### src/rtl/fifo_rd_pkg.sv
// Shared types for the FIFO read-side controller.
//   buf_state_e : occupancy state of the 2-entry output skid buffer
//   RD_LATENCY  : cycles from r_en to valid FIFO d_out (the pending stage)
package fifo_rd_pkg;

  typedef enum logic [1:0] {
    BUF_EMPTY = 2'd0,
    BUF_ONE   = 2'd1,
    BUF_TWO   = 2'd2
  } buf_state_e;

  localparam int RD_LATENCY = 1;

endpackage

### src/rtl/fifo_rd_skid.sv
// Two-entry skid buffer feeding the valid/ready output stream.
// Ports:
//   clk, reset      : clock, synchronous active-high reset
//   push, push_data : write one word (never asserted together with a full buffer)
//   pop             : head word consumed this cycle
//   buf_cnt         : number of words held (0..2)
//   head_valid      : buffer holds at least one word
//   head_data       : oldest word; held stable until popped
//
// state     | meaning
// ----------+------------------------------------------
// BUF_EMPTY | no word held, head_valid low
// BUF_ONE   | one word held in head
// BUF_TWO   | head plus one queued word in tail
module fifo_rd_skid
  import fifo_rd_pkg::*;
#(
  parameter int DATA_WIDTH = 8
) (
  input  logic                  clk,
  input  logic                  reset,
  input  logic                  push,
  input  logic [DATA_WIDTH-1:0] push_data,
  input  logic                  pop,
  output logic [1:0]            buf_cnt,
  output logic                  head_valid,
  output logic [DATA_WIDTH-1:0] head_data
);

  buf_state_e            state;
  logic [DATA_WIDTH-1:0] head_q;
  logic [DATA_WIDTH-1:0] tail_q;

  always_ff @(posedge clk) begin
    if (reset) begin
      state  <= BUF_EMPTY;
      head_q <= '0;
      tail_q <= '0;
    end else begin
      case (state)
        BUF_EMPTY: begin
          if (push) begin
            head_q <= push_data;
            state  <= BUF_ONE;
          end
        end
        BUF_ONE: begin
          case ({push, pop})
            2'b10: begin
              tail_q <= push_data;
              state  <= BUF_TWO;
            end
            2'b01: state <= BUF_EMPTY;
            // Consumed and refilled in the same cycle: new word becomes head.
            2'b11: head_q <= push_data;
            default: ;
          endcase
        end
        BUF_TWO: begin
          // The read-issue rule keeps push low here.
          if (pop) begin
            head_q <= tail_q;
            state  <= BUF_ONE;
          end
        end
        default: state <= BUF_EMPTY;
      endcase
    end
  end

  always_comb begin
    buf_cnt = 2'd0;
    case (state)
      BUF_ONE: buf_cnt = 2'd1;
      BUF_TWO: buf_cnt = 2'd2;
      default: buf_cnt = 2'd0;
    endcase
  end

  assign head_valid = (state != BUF_EMPTY);
  assign head_data  = head_q;

endmodule

### src/rtl/fifo_read_ctrl.sv
// Read-side controller for synchronous_fifo. Mirrors FIFO occupancy from the
// observed writes and its own reads, issues r_en, captures d_out one cycle
// later and presents words on a valid/ready stream via a 2-entry skid buffer.
// Ports:
//   clk, reset     : clock, synchronous active-high reset
//   w_en           : FIFO write strobe (monitored only)
//   r_en           : FIFO read strobe
//   fifo_dout      : FIFO d_out, valid one cycle after r_en
//   m_valid/m_ready/m_data : output stream
//   count          : words resident in the FIFO, not yet read
//   full, empty    : count==DEPTH, count==0
//   ovf            : sticky write-while-full flag
// Build option: define OVF_FLAG_EN to build the ovf register; otherwise ovf is 0.
module fifo_read_ctrl
  import fifo_rd_pkg::*;
#(
  parameter int DATA_WIDTH = 8,
  parameter int DEPTH      = 8
) (
  input  logic                       clk,
  input  logic                       reset,
  input  logic                       w_en,
  output logic                       r_en,
  input  logic [DATA_WIDTH-1:0]      fifo_dout,
  output logic                       m_valid,
  input  logic                       m_ready,
  output logic [DATA_WIDTH-1:0]      m_data,
  output logic [$clog2(DEPTH+1)-1:0] count,
  output logic                       full,
  output logic                       empty,
  output logic                       ovf
);

  localparam int CNT_W = $clog2(DEPTH + 1);

  logic [CNT_W-1:0] count_q;
  logic             pending;
  logic [1:0]       buf_cnt;
  logic             pop;
  logic             wr_acc;
  logic [2:0]       in_flight;

  assign full   = (count_q == CNT_W'(DEPTH));
  assign empty  = (count_q == '0);
  assign wr_acc = w_en && !full;
  assign pop    = m_valid && m_ready;

  // Words buffered or already requested, net of the one leaving this cycle.
  // pop implies buf_cnt>=1, so this never underflows.
  assign in_flight = {1'b0, buf_cnt} + {2'b00, pending} - {2'b00, pop};
  assign r_en      = !empty && (in_flight < 3'd2);

  always_ff @(posedge clk) begin
    if (reset) begin
      count_q <= '0;
      pending <= 1'b0;
    end else begin
      pending <= r_en;
      if (wr_acc && !r_en)
        count_q <= count_q + CNT_W'(1);
      else if (!wr_acc && r_en)
        count_q <= count_q - CNT_W'(1);
    end
  end

  assign count = count_q;

  fifo_rd_skid #(
    .DATA_WIDTH (DATA_WIDTH)
  ) u_skid (
    .clk        (clk),
    .reset      (reset),
    .push       (pending),
    .push_data  (fifo_dout),
    .pop        (pop),
    .buf_cnt    (buf_cnt),
    .head_valid (m_valid),
    .head_data  (m_data)
  );

`ifdef OVF_FLAG_EN
  logic ovf_q;

  always_ff @(posedge clk) begin
    if (reset)
      ovf_q <= 1'b0;
    else if (w_en && full)
      ovf_q <= 1'b1;
  end

  assign ovf = ovf_q;
`else
  assign ovf = 1'b0;
`endif

endmodule

### config.mk
export PLATFORM = sky130hd
export DESIGN_NAME = fifo_read_ctrl
export DESIGN_NICKNAME = d
export VERILOG_FILES = /design/src/rtl/fifo_rd_pkg.sv /design/src/rtl/fifo_rd_skid.sv /design/src/rtl/fifo_read_ctrl.sv
export SDC_FILE = /design/constraint.sdc
export NUM_CORES = 1
export LEC_CHECK = 0
export ABC_CLOCK_PERIOD_IN_PS = 4100
export CORE_ASPECT_RATIO = 1.75
export CORE_MARGIN = 2
export CORE_UTILIZATION = 36
export DETAILED_ROUTE_END_ITERATION = 10
export GPL_ROUTABILITY_DRIVEN = 0
export PLACE_DENSITY_LB_ADDON = 0.05
export SYNTH_ARGS = -nofsm -noshare
export SYNTH_HDL_FRONTEND = slang
export SYNTH_SLANG_ARGS = --single-unit
### constraint.sdc
create_clock -name clk -period 4.1 [get_ports clk]
set_input_delay 0.41 -clock clk [delete_from_list [all_inputs] [get_ports clk]]
set_output_delay 0.41 -clock clk [all_outputs]
set_load 0.05 [all_outputs]
==> results of run 1 <==
[worst max-delay path, stage by stage]
cell             delay, ns
clkdlybuf4s50_1       0.53
nand2_1               0.08
o21ai_0               0.08
nand2_1               0.09
fa_1                  0.38
xor2_1                0.17
nand3b_1              0.14
ha_1                  0.24
inv_1                 0.13
ha_1                  0.29
a21oi_1               0.19
a211oi_1              0.11
a31oi_1               0.16
mux2_2                0.35
[cells in the final DEF, fill, tap and decap left out, types with 6 or more instances in the layout]
cell type / Yosys / layout
nor2_1: 16 / 16
a211oi_1: 9 / 9
inv_1: 6 / 6
nand3_1: 9 / 9
clkdlybuf4s50_1: 0 / 27
a21oi_1: 10 / 10
nand2_1: 11 / 11
dfxtp_1: 23 / 23
ha_1: 6 / 6
mux2i_1: 10 / 10
[power by group]
| part | internal (W) | switching [W] |
|---|---|---|
| clock | 0.0000691 | 0.0000668 |
| combinational | 0.000301 | 0.000510 |
| sequential | 0.000291 | 0.0000573 |
| total | 0.000661 | 0.000634 |
[through the flow]
| step | power [W] | worst slack, ns | hold slack (ns) | utilization (%) |
|---|---|---|---|---|
| 2_1_floorplan | 0.000962 | 0.0853 | 0.436 | - |
| 3_3_place_gp | 0.00116 | 0.752 | 0.442 | 46.8 |
| 3_5_place_dp | 0.00117 | 0.664 | 0.446 | 46.8 |
| 4_1_cts | 0.00132 | 0.918 | 0.458 | 48.2 |
| 5_1_grt | 0.00140 | 0.649 | 0.474 | 48.2 |
| 6_report | 0.00130 | 0.893 | 0.456 | 48.2 |
[routing by layer]
layer	part of all wire [%]	GRT usage [%]	vias up	wire length (um)
li1	-	-	497	-
met1	42	17.8	448	976
met2	53	25.3	20	1250
met3	4.2	1.81	2	98
met4	0.81	4.17	0	19
met5	0	0	-	0
[cell families after synthesis]
family	share of synthesized area (%)
multiplexers	9.40
AND/OR/NAND/NOR	19.2
AO/OA/AOI/OAI	14.5
buffers and inverters	5.81
other	0.316
XOR/XNOR	2.22
adder cells (fa/ha/maj)	9.71
flip-flops	38.9
[sequential cells by signal (all words and copies together) (netlist names)]
name / flops
count: 4
pending: 1
u_skid.head_data: 8
u_skid.state: 2
u_skid.tail_q: 8
[worst max-delay path by stage]
stage | start | endpoint | slack (ns) | cells after the start
2_1_floorplan | count[3] | count[3] | 0.09 | 9
3_3_place_gp | m_ready | count[3] | 0.75 | 14
3_5_place_dp | m_ready | count[3] | 0.66 | 14
4_1_cts | m_ready | count[3] | 0.92 | 14
5_1_grt | m_ready | count[3] | 0.65 | 14
6_report | m_ready | count[3] | 0.89 | 14
[cell type report]
| class | count | area share (%) |
|---|---|---|
| Sequential cell | 23 | 30.4 |
| Timing Repair Buffer | 28 | 18.3 |
| Clock buffer | 4 | 2.97 |
| Inverter | 6 | 1.49 |
| Tap cell | 43 | 3.55 |
| Multi-Input combinational cell | 95 | 43.3 |
==> summary.md, run 1 <==
| Metric | Value |
|---|---|
| Status | finished clean |
| Final min period | 3.21 ns |
| DRT iter0 DRCs | 14 |
| Syn_area_per_cell | 8.98 um^2 |
| Setup CP Type | in2reg |
| DP Cell Count | 195 |
| DR vias/cell | 4.86 |
| Number of H-tree levels | 1 |
| Post-Layout Inst Area | 1520 um^2 |
| Sequential area share after synthesis | 38.9% |
| Worst min-delay path class | reg2reg |
| Setup Skew | 0.00155 ns |
| Max Buffers Root-to-Sink | 2 |
| Ratio of cells with drive above 1 in the final layout | 5.13% |
| Slew @ Worst Pin | 0.883 ns |
| CTS buffer count | 3 |
| Synthesized instance count | 132 |
| GR Overflow Total | 0 |
| Synth warn | 0 |
| Post-DP Area | 1470 um^2 |
| Max_cap viols | 0 |
| Dominant cell type by area after synthesis | dfxtp_1 |
| Die width | 47.4 um |
| Reg-to-Reg Start | u_skid.state[0] |
| Routed Antenna Nets | 0 |
| Yosys reg bits | 23 |
| Filler instances | 306 |
| Post-synth EDFFs | 0 |
| Final wirelength | 2340 um |
| P per Cell Area | 855 nW/um^2 |
| Clock latency on the worst-skew pair | 0.25 ns |
| Vias in the first global route | 937 |
| Yosys cell types | 32 |
| CTS clock-pin slew for the worst setup and hold paths | 0.08 ns |
| CTS tree | built |
| I/O Pins | 29 |
| DR pass1 iterations | 4 |
| Data required, critical path | 4.25 ns |
| Slew Limit Fails | 0 |
| Dpl hpwl | 1750 um |
| Total number of vias | 967 |
| Min-Delay Path Depth | 2 |
| Worst setup EP type | flip-flop |
| IO Port Bufs | 27 |
| CTS resizes | 0 |
| Postcts setup bufs | 0 |
| Fmax | 0.312 GHz |
| CORE AREA | 3140 um^2 |
| Hold Crit Endpoint | u_skid.tail_q[3] |
| Final setup vio count | 0 |
| Top_reg_cell synth | dfxtp_1 |
| Multi-input logic area | 656 um^2 |
| Overall Global Routing Usage | 14.6% |
| Setup TNS Final | 0 ns |
| Worst reg-to-reg setup slack | 1.03 ns |
| Hold Crit Start | u_skid.tail_q[3] |
| Net count after synthesis | 152 |
| Reg2Reg Depth | 13 |
| Sequential cell area | 460 um^2 |
| Final period utilization | 78.2% |
| Async SR Flop Fraction | 0% |
| RSZ-0062 raised after global routing | no |
| Clock Root Buffer | clkbuf_8 |
| Worst Path Arrival | 3.36 ns |
| Largest cells by area after synthesis | dfxtp_1, mux2i_1, ha_1, a211oi_1, nor2_1 |
| Fin. Hold Viols | 0 |
| CTS sink count | 23 |
| Drt wl/cell | 11.8 um |
| Initial Util | 37.7% |
| CTS Hold Bufs | 0 |
| Synth top cells by count | dfxtp_1, nor2_1, nand2_1, a21oi_1, mux2i_1 |
| Global-route wire length before repair | 4150 um |
| Vert. Die Dim | 79.9 um |
| CP max FO | 5 |
| Initial antenna violation count | 0 |
| Synthesized cell area | 1180 um^2 |
| Die area | 3780 um^2 |
| FP Rows | 27 |
| Pin count of the biggest net entering global routing | 25 |
| Remaining DRCs | 0 |
| Area Overhead vs Synth | 27.9% |
| Fin cells | 199 |
| Peak VDD IR | 0.459 mV |
| Leakage | 0.619 nW |
| Count leader, synth | dfxtp_1 |
| Reg-to-Reg End | count[3] |
| Final Net Count | 177 |
| Worst setup SP type | input pin |
| N_diodes | 0 |
| Relative slew slack | 41.0% |
| Synth top area share | 38.9% |
Power figures use the tool's default switching activity.
==> run 2, diff against run 1 <==
--- a/config.mk
+++ b/config.mk
@@ -5,7 +5,7 @@
 export SDC_FILE = /design/constraint.sdc
 export NUM_CORES = 1
 export LEC_CHECK = 0
-export ABC_CLOCK_PERIOD_IN_PS = 4100
+export ABC_CLOCK_PERIOD_IN_PS = 3000
 export CORE_ASPECT_RATIO = 1.75
 export CORE_MARGIN = 2
 export CORE_UTILIZATION = 36
==> constraint.sdc (replaced) <==
create_clock -name clk -period 3 [get_ports clk]
set_input_delay 0.3 -clock clk [delete_from_list [all_inputs] [get_ports clk]]
set_output_delay 0.3 -clock clk [all_outputs]
set_load 0.05 [all_outputs]
==> run 2 against run 1 <==
  * Combinational power up 54%
  * Sequential cell count unchanged
  * Count of clock-buffer cells in the layout down 1
  * Sequential share of layout area down 1.8 points
  * Critical path depth unchanged
  * Worst hold slack worse by 0.00088 ns
  * Design area up 6.9%
  * Cell count up 3.5%
  * Clock power up 39%
  * Largest cell class unchanged
==> summary.md, run 2 (synthesis results as in run 1) <==
| Metric | Value |
|---|---|
| Multi-input logic area | 694 um^2 (+5.9%) |
| Routed Antenna Nets | 0 (unchanged) |
| Final period utilization | 93.8% |
| CTS buffer count | 3 (unchanged) |
| GRT met2 Usage | 25.8% (+0.54 points) |
| Leakage | 0.666 nW (+7.7%) |
| Min-Delay Path Depth | 2 (unchanged) |
| Worst Path Arrival | 2.97 ns (-0.39 ns) |
| Ratio of cells with drive above 1 in the final layout | 15.3% (+10 points) |
| DR vias/cell | 4.95 (+1.8%) |
| Remaining DRCs | 0 (unchanged) |
| CP max FO | 4 (-1) |
| Final Net Count | 184 (+4.0%) |
| DR pass1 iterations | 4 (unchanged) |
| Setup CP Type | in2reg |
| Number of H-tree levels | 1 (unchanged) |
| Fin. Hold Viols | 0 (unchanged) |
| Filler instances | 308 (+0.65%) |
| CTS clock-pin slew for the worst setup and hold paths | 0.08 ns (about the same) |
| Overall Global Routing Usage | 14.4% (-0.22 points) |
| Fin cells | 206 (+3.5%) |
| Max Buffers Root-to-Sink | 2 (unchanged) |
| Max_cap viols | 0 (unchanged) |
| GR met3 Demand/Resource | 1.58% (-0.23 points) |
| Worst setup path start | m_ready |
| Final WS setup | 0.187 ns (-0.706 ns) |
| I/O Pins | 29 (unchanged) |
| Post-layout total power | 0.00194 W (+50%) |
| Clock latency on the worst-skew pair | 0.26 ns (about the same) |
| Final wirelength | 2420 um (+3.4%) |
| Reg2Reg Depth | 13 (unchanged) |
| Reg-to-Reg Start | u_skid.state[1] |
| Area Overhead vs Synth | 36.7% |
| CORE AREA | 3140 um^2 (unchanged) |
| GR Overflow Total | 0 (unchanged) |
| Clock Root Buffer | clkbuf_8 |
| Worst reg-to-reg setup slack | 0.21 ns (-0.82 ns) |
| Vert. Die Dim | 79.9 um (unchanged) |
| Final setup vio count | 0 (unchanged) |
| Initial Util | 37.7% (unchanged) |
| Die width | 47.4 um (unchanged) |
| Fmax | 0.356 GHz |
| Data required, critical path | 3.15 ns (-1.10 ns) |
| IO Port Bufs | 27 (unchanged) |
| Place WS | -0.212 ns (-0.876 ns) |
| DRT iter0 DRCs | 11 (-3) |
| CTS tree | built |
| Initial antenna violation count | 0 (unchanged) |
| Final min period | 2.81 ns |
| Busiest grt layer | met2 |
| Combinational fraction of design power | 64.7% (+2.1 points) |
| Dpl hpwl | 1900 um (+8.4%) |
| Reg-to-Reg End | count[3] |
| Sequential share of power | 25.5% (-1.4 points) |
| Worst setup EP type | flip-flop |
| CTS sink count | 23 (unchanged) |
| Relative slew slack | 62.4% (+21 points) |
| N_diodes | 0 (unchanged) |
| Hold slack | 0.455 ns (-0.000878 ns) |
| Hold Crit Start | u_skid.tail_q[1] |
| CTS Hold Bufs | 0 (unchanged) |
| RSZ-0062 raised after global routing | no |
| Worst setup SP type | input pin |
| Setup Skew | 0.00260 ns (+0.00106 ns) |
| Clock share of power | 9.7% (-0.8 points) |
| Peak VDD IR | 0.726 mV (+58%) |
| Status | finished clean |
| M1 GR Usage | 16.3% (-1.5 points) |
| Die area | 3780 um^2 (unchanged) |
| Global-route wire length before repair | 4130 um (-0.31%) |
| Sequential cell area | 463 um^2 (+0.54%) |
| FP Rows | 27 (unchanged) |
| Most frequent cells in the layout | clkdlybuf4s50_1, dfxtp_1, nor2_1, nand2_1, mux2i_1 |
| Pint | 0.00102 W (+54%) |
| CP endpoint | count[3] |
| Pin count of the biggest net entering global routing | 17 (-32%) |
| DP Cell Count | 201 (+3.1%) |
| Slew @ Worst Pin | 0.562 ns (-0.321 ns) |
| Worst min-delay path class | reg2reg |
| Commonest non-fill, non-tap cell in the layout | clkdlybuf4s50_1 |
| P per Cell Area | 1200 nW/um^2 (+40%) |
| Drt wl/cell | 11.7 um (-0.14%) |
| Slew Limit Fails | 0 (unchanged) |
| Total number of vias | 1019 (+5.4%) |
| Vias in the first global route | 993 (+6.0%) |
| Sw Share | 47.4% (-1.5 points) |
| Net Sw Power | 0.000919 W (+45%) |
-- run 2: power groups by stage --
stage                     combinational (W)  sequential [W]  clock (W)
after floorplan                    0.000639        0.000708          0
after CTS                           0.00124        0.000496   0.000197
final                               0.00125        0.000495   0.000189
after detailed placement            0.00124        0.000503          0
after global placement              0.00122        0.000499          0
after global routing                0.00136        0.000511   0.000209
-- run 2: timing repair --
| item | 4_1_cts | 5_1_grt |
|---|---|---|
| endpoints found under the setup margin | 0 | 1 |
| hold endpoints to repair | 0 | 0 |
| buffers inserted | 0 | 1 |
| gates resized for setup | 0 | 6 |
-- run 2: layout make-up --
cell class / instances / share of cell area [%]
clock inverter: 1 / 0.309
clock buffer: 3 / 2.55
multi-input combinational: 95 / 42.9
inverter: 6 / 1.39
timing repair buffer: 35 / 21.0
sequential: 23 / 28.6
tap: 43 / 3.32
-- run 2: how the worst min path moves through the flow --
stage | endpoint | slack (ns)
after CTS | u_skid.tail_q[0] | 0.46
final | u_skid.tail_q[1] | 0.46
after global routing | u_skid.tail_q[0] | 0.48
after global placement | u_skid.tail_q[1] | 0.44
after detailed placement | u_skid.tail_q[1] | 0.45
after floorplan | u_skid.state[0] | 0.37
-- run 2: stage by stage --
step | util, % | cell area [um^2] | TNS [ns]
2_1_floorplan | - | 1210 | 0
3_3_place_gp | 49.5 | 1560 | -0.128
3_5_place_dp | 49.5 | 1560 | -0.212
4_1_cts | 51.0 | 1600 | 0
5_1_grt | 51.6 | 1620 | 0
6_report | 51.6 | 1620 | 0
-- run 2: critical path, stage by stage --
cell	delay (ns)
clkdlybuf4s50_1	0.49
nand2_1	0.07
o21ai_0	0.07
nand2_1	0.09
fa_2	0.34
xor2_1	0.16
nand3b_1	0.12
ha_2	0.19
inv_2	0.05
ha_1	0.31
a21oi_2	0.17
a211oi_1	0.08
a31oi_1	0.17
mux2_2	0.35
-- run 2: routing by layer --
metal / up-vias / part of all wire (%)
met5: - / 0
met4: 0 / 0.91
met3: 2 / 3.7
met2: 29 / 53
met1: 476 / 42
li1: 512 / -
==> run 3, diff against run 2 <==
--- a/config.mk
+++ b/config.mk
@@ -8,7 +8,7 @@
 export ABC_CLOCK_PERIOD_IN_PS = 3000
 export CORE_ASPECT_RATIO = 1.75
 export CORE_MARGIN = 2
-export CORE_UTILIZATION = 36
+export CORE_UTILIZATION = 48
 export DETAILED_ROUTE_END_ITERATION = 10
 export GPL_ROUTABILITY_DRIVEN = 0
 export PLACE_DENSITY_LB_ADDON = 0.05
==> run 3 against run 2 <==
  * Wire length increased by 4.0%
  * Highest routed layer unchanged
  * Sequential cell count unchanged
  * Die area decreased by 23%
  * Sequential power about the same
  * Cell count decreased by 8.7%
  * Critical path type unchanged
  * Via count about the same
  * Core utilization increased by 19 points
  * Total power increased by 2.3%
  * Clock power decreased by 2%
  * Count of clock-buffer cells in the layout increased by 1
  * Combinational power increased by 4%
==> summary.md, run 3 (synthesis results as in run 1) <==
| Metric | Value |
|---|---|
| Data required, critical path | 3.15 ns (about the same) |
| Routed Antenna Nets | 0 (unchanged) |
| Final wirelength | 2520 um (+4.0%) |
| GR Overflow Total | 0 (unchanged) |
| Slew @ Worst Pin | 0.498 ns (-0.0642 ns) |
| DR vias/cell | 5.41 (+9.5%) |
| Dpl hpwl | 1950 um (+2.6%) |
| CTS Hold Bufs | 0 (unchanged) |
| Slew Limit Fails | 0 (unchanged) |
| Fin cells | 188 (-8.7%) |
| Remaining DRCs | 0 (unchanged) |
| Final setup vio count | 0 (unchanged) |
| Filler instances | 190 (-38%) |
| P per Cell Area | 1220 nW/um^2 (+2.4%) |
| Total number of vias | 1018 (-0.098%) |
| Setup CP Type | in2reg |
| DRT iter0 DRCs | 8 (-3) |
| Post-DP Area | 1530 um^2 (-1.4%) |
| Min-Delay Path Depth | 2 (unchanged) |
| Vert. Die Dim | 69.7 um (-13%) |
| Final core utilization | 70.3% (+19 points) |
| Ratio of cells with drive above 1 in the final layout | 15.3% (unchanged) |
| Worst min-delay path class | reg2reg |
| Final min period | 2.86 ns (+0.0444 ns) |
| Commonest non-fill, non-tap cell in the layout | clkdlybuf4s50_1 |
| Clock Root Buffer | clkbuf_8 |
| DP Cell Count | 183 (-9.0%) |
| Multi-input logic area | 714 um^2 (+2.9%) |
| Area Overhead vs Synth | 36.5% |
| Die width | 41.6 um (-12%) |
| Fmax | 0.350 GHz (-1.6%) |
| CTS buffer count | 3 (unchanged) |
| Clock latency on the worst-skew pair | 0.26 ns (about the same) |
| Sequential cell area | 462 um^2 (-0.27%) |
| Peak VDD IR | 1.12 mV (+55%) |
| Final WS setup | 0.143 ns (-0.0444 ns) |
| Max Buffers Root-to-Sink | 2 (unchanged) |
| Fin. Hold Viols | 0 (unchanged) |
| CORE AREA | 2300 um^2 (-27%) |
| Final Net Count | 184 (unchanged) |
| Drt wl/cell | 13.4 um (+14%) |
| Overall Global Routing Usage | 18.1% (+3.7 points) |
| Initial Util | 51.5% (+14 points) |
| Number of H-tree levels | 1 (unchanged) |
| Global-route wire length before repair | 4200 um (+1.7%) |
| I/O Pins | 29 (unchanged) |
| FP Rows | 23 (-15%) |
| N_diodes | 0 (unchanged) |
| Pin count of the biggest net entering global routing | 17 (unchanged) |
| Leakage | 0.666 nW (about the same) |
| Vias in the first global route | 1020 (+2.7%) |
| Reg2Reg Depth | 13 (unchanged) |
| Most frequent cells in the layout | clkdlybuf4s50_1, dfxtp_1, nor2_1, nand2_1, mux2i_1 |
| Worst setup path start | m_ready |
| Reg-to-Reg End | count[3] |
| Worst reg-to-reg setup slack | 0.20 ns (about the same) |
| CTS tree | built |
| Worst setup SP type | input pin |
| Worst setup EP type | flip-flop |
| Place WS | -0.268 ns (-0.0556 ns) |
| IO Port Bufs | 27 (unchanged) |
| Max_cap viols | 0 (unchanged) |
| Post-Layout Inst Area | 1620 um^2 (-0.15%) |
| CTS clock-pin slew for the worst setup and hold paths | 0.07 ns (about the same) |
| CTS sink count | 23 (unchanged) |
| Relative slew slack | 66.7% (+4.3 points) |
| CP max FO | 4 (unchanged) |
| Final period utilization | 95.2% (+1.5 points) |
| Hold Crit Start | u_skid.tail_q[3] |
| Initial antenna violation count | 0 (unchanged) |
| DR pass1 iterations | 4 (unchanged) |
| Setup Skew | 0.00282 ns (+0.000218 ns) |
| Reg-to-Reg Start | u_skid.state[1] |
| Die area | 2900 um^2 (-23%) |
| CP endpoint | count[3] |
| Status | finished clean |
| Worst Path Arrival | 3.00 ns (+0.03 ns) |
## run 3: cell type report
class	count	share of cell area, %
Multi-Input combinational cell	95	44.2
Inverter	6	1.55
Tap cell	25	1.93
Sequential cell	23	28.5
Timing Repair Buffer	35	21.0
Clock buffer	4	2.78
## run 3: how the worst min path moves through the flow
stage | slack [ns] | to
after global routing | 0.48 | u_skid.tail_q[4]
after CTS | 0.46 | u_skid.tail_q[3]
after floorplan | 0.37 | u_skid.state[0]
after global placement | 0.44 | u_skid.tail_q[4]
final | 0.46 | u_skid.tail_q[3]
after detailed placement | 0.45 | u_skid.tail_q[3]
## run 3: layer usage
layer,track usage (%),share of wire (%)
met5,0,0
met4,6.45,0.76
met3,2.60,3.1
met2,33.9,56
met1,19.8,40
## run 3: per-stage QoR
| step | TNS, ns | hold slack [ns] | total power (W) |
|---|---|---|---|
| floorplan | 0 | 0.372 | 0.00135 |
| global placement | -0.120 | 0.440 | 0.00170 |
| detailed placement | -0.268 | 0.447 | 0.00173 |
| CTS | 0 | 0.458 | 0.00193 |
| global route | -0.00598 | 0.485 | 0.00210 |
| finish | 0 | 0.457 | 0.00198 |
## run 3: critical path, stage by stage
cell and delay [ns]:
clkdlybuf4s50_1 0.51, nand2_1 0.08, o21ai_1 0.09, nand2_1 0.08, fa_1 0.38, xor2_1 0.17
nand3b_1 0.12, ha_2 0.22, inv_4 0.05, ha_4 0.28, a21oi_2 0.06, buf_4 0.13
a31oi_1 0.18, mux2_2 0.36
## run 3: repair_timing
item	CTS	global route
cloned	0	0
gates resized for setup	1	8
buffers inserted	0	1
endpoints found under the setup margin	1	1
pin swaps	0	2
## run 3: power by group
part           leakage [nW]  internal (W)  switching (W)
registers             0.189      0.000399      0.0000979
logic                 0.455      0.000550       0.000750
clock network        0.0228     0.0000945      0.0000903
==> patch, RTL diff (config.mk and constraints of run 3) <==
`DATA_WIDTH` is set to 8 in 2 places; all go to 10.
--- a/src/rtl/fifo_rd_skid.sv
+++ b/src/rtl/fifo_rd_skid.sv
@@ -17,3 +17,3 @@
 #(
-  parameter int DATA_WIDTH = 8
+  parameter int DATA_WIDTH = 10
 ) (
--- a/src/rtl/fifo_read_ctrl.sv
+++ b/src/rtl/fifo_read_ctrl.sv
@@ -16,3 +16,3 @@
 #(
-  parameter int DATA_WIDTH = 8,
+  parameter int DATA_WIDTH = 10,
   parameter int DEPTH      = 8
Interface: changed (resized fifo_dout and m_data); port bits go from 29 to 33. The function was not compared with the original's and may differ.
==> patch against run 3 <==
Sequential power grew 16%; synthesized cell count grew 6.1%; sequential cell count grew 4; non-clock buffer count grew 7; global-route usage shrank 0.29 points; synthesized area grew 21%; wire length grew 10%; count of clock-buffer cells in the layout shrank 1; final area grew 17%; power grew 14%; critical path depth shrank 1; worst setup slack gained 0.0057 ns.
==> patch: results (changes against run 3) <==
GRT
The global routing usage summed across all routing layers is 17.8% (-0.29 points). The number of global-route vias before repair is 1123 (+10%). The first-pass GRT wire length is 4830 um (+15%). The global routing met2 resource utilization came to 30.0% (-3.9 points).

The maximum number of pins on one net before global-route repair is 21 (+4). The routing usage on met1 is 22.8% (+3.0 points). The met3 routing resource usage after global routing is 2.13% (-0.47 points).

Synth
After synthesis, the most frequently instantiated cells are 27 x dfxtp_1, 23 x mux2i_1, 19 x nor2_1, 10 x a211oi_2, 10 x nor2_2. The number of distinct library cells after synthesis is 35 (+9.4%). The Yosys warning count is 0 (unchanged).

The number of instances in the synthesized netlist was 140 (+6.1%). The post-synthesis sequential element count is 27 (+17%). Sorting the synthesized cells by area gives the leading types as dfxtp_1 38%, mux2i_1 16%, a211oi_2 8.7%.

The share of the synthesized area in compound gates (AO/OA/AOI/OAI) is 12.9% (-1.6 points). The adder-cell area share of the yosys netlist was 8.00% (-1.7 points). The net count after synthesis is 162 (+6.6%). The sequential-to-total area share from yosys stat is 37.6% (-1.3 points).

The xor/xnor share of the synthesized area is 1.83% (-0.39 points). The share of synthesized area spent on multiplexers is 16.8% (+7.4 points).

Pwr
The static leakage power is 0.000856 uW (+28%). The maximum resistive drop on vdd is 0.793 mV (-29%).

Final layout
The total of plain and repair buffers excluding clock buffers is 42 (+20%). The fill cell total of the finished layout was 257 (+35%). The number of multi-input logic gates is 96 (+1.1%).

The final-layout clock-cell area share is 2.58% (-0.21 points). The fraction of cell area in non-clock buffers is 21.3% (+0.25 points). The final non-filler cell total is 203 (+8.0%). The final core area utilization was 65.4% (-4.9 points). The ratio of cells with drive above 1 in the final layout is 26.9% (+12 points). The clock buffer count is 3 (-1). The register area came to 542 sq um (+17%). The share of the final layout cell area in multi-input gates is 44.5% (+0.32 points).

Placed design
The total half-perimeter wirelength after legalization and detailed placement is 2040 um (+4.8%). The worst setup slack after placement was -0.277 ns (-0.00958 ns). The cell area reported after detailed placement is 0.00182 sq mm (+19%).

The total of buffers placed on input and output ports was 31 (+15%).

Clock network
The clock-pin slew reported for the worst setup and hold paths after clock tree synthesis was 0.10 ns (+0.03 ns).

Status
The run finished with clean final reports.

Timing
The final hold slack is 0.508 ns (+0.0515 ns). The actual transition at the worst max-transition pin is 0.662 ns (+0.164 ns). The worst clock skew came to 0.00733 ns (+0.00451 ns).

The highest achievable clock rate was 351 MHz (+0.20%).

Setup path
The depth of the worst register-to-register path was 12 (-1). The arrival time of data at the critical path endpoint is 3.01 ns (about the same). The standard cell with the maximum stage delay on the critical path is fa_2. The delay of the slowest cell on the worst path is 0.54 ns (+0.03 ns).

Detailed routing
The via density per instance is 5.42 (about the same). The initial DRC count is 20 (+12). The total wire length after detailed routing is 2780 um (+10%).
## patch: cell count changes after synthesis, sizes merged, moves of 5 or more
| cell | change |
|---|---|
| nand2 | -10 |
| buf | +5 |
| a21oi | -8 |
| nor2 | +13 |
| mux2i | +13 |
| nand3 | -8 |
## patch: routing by layer
metal	wire [um]	up-vias
met1	1210	531
met3	69	2
met5	0	-
met2	1480	21
met4	16	0
li1	-	546
## patch: timing repair
| action | CTS | global route |
|---|---|---|
| pin swaps | 0 | 1 |
| gates resized for setup | 1 | 6 |
| setup endpoints to repair | 1 | 1 |
| buffers inserted | 0 | 0 |
| hold endpoints to repair | 0 | 0 |
| gates cloned | 0 | 0 |
## patch: power groups by stage
stage / Sequential [uW] / Clock (uW) / Combinational (uW)
floorplan: 830 / 0 / 752
global placement: 578 / 0 / 1390
detailed placement: 582 / 0 / 1430
CTS: 574 / 214 / 1450
global route: 595 / 231 / 1580
finish: 575 / 207 / 1470
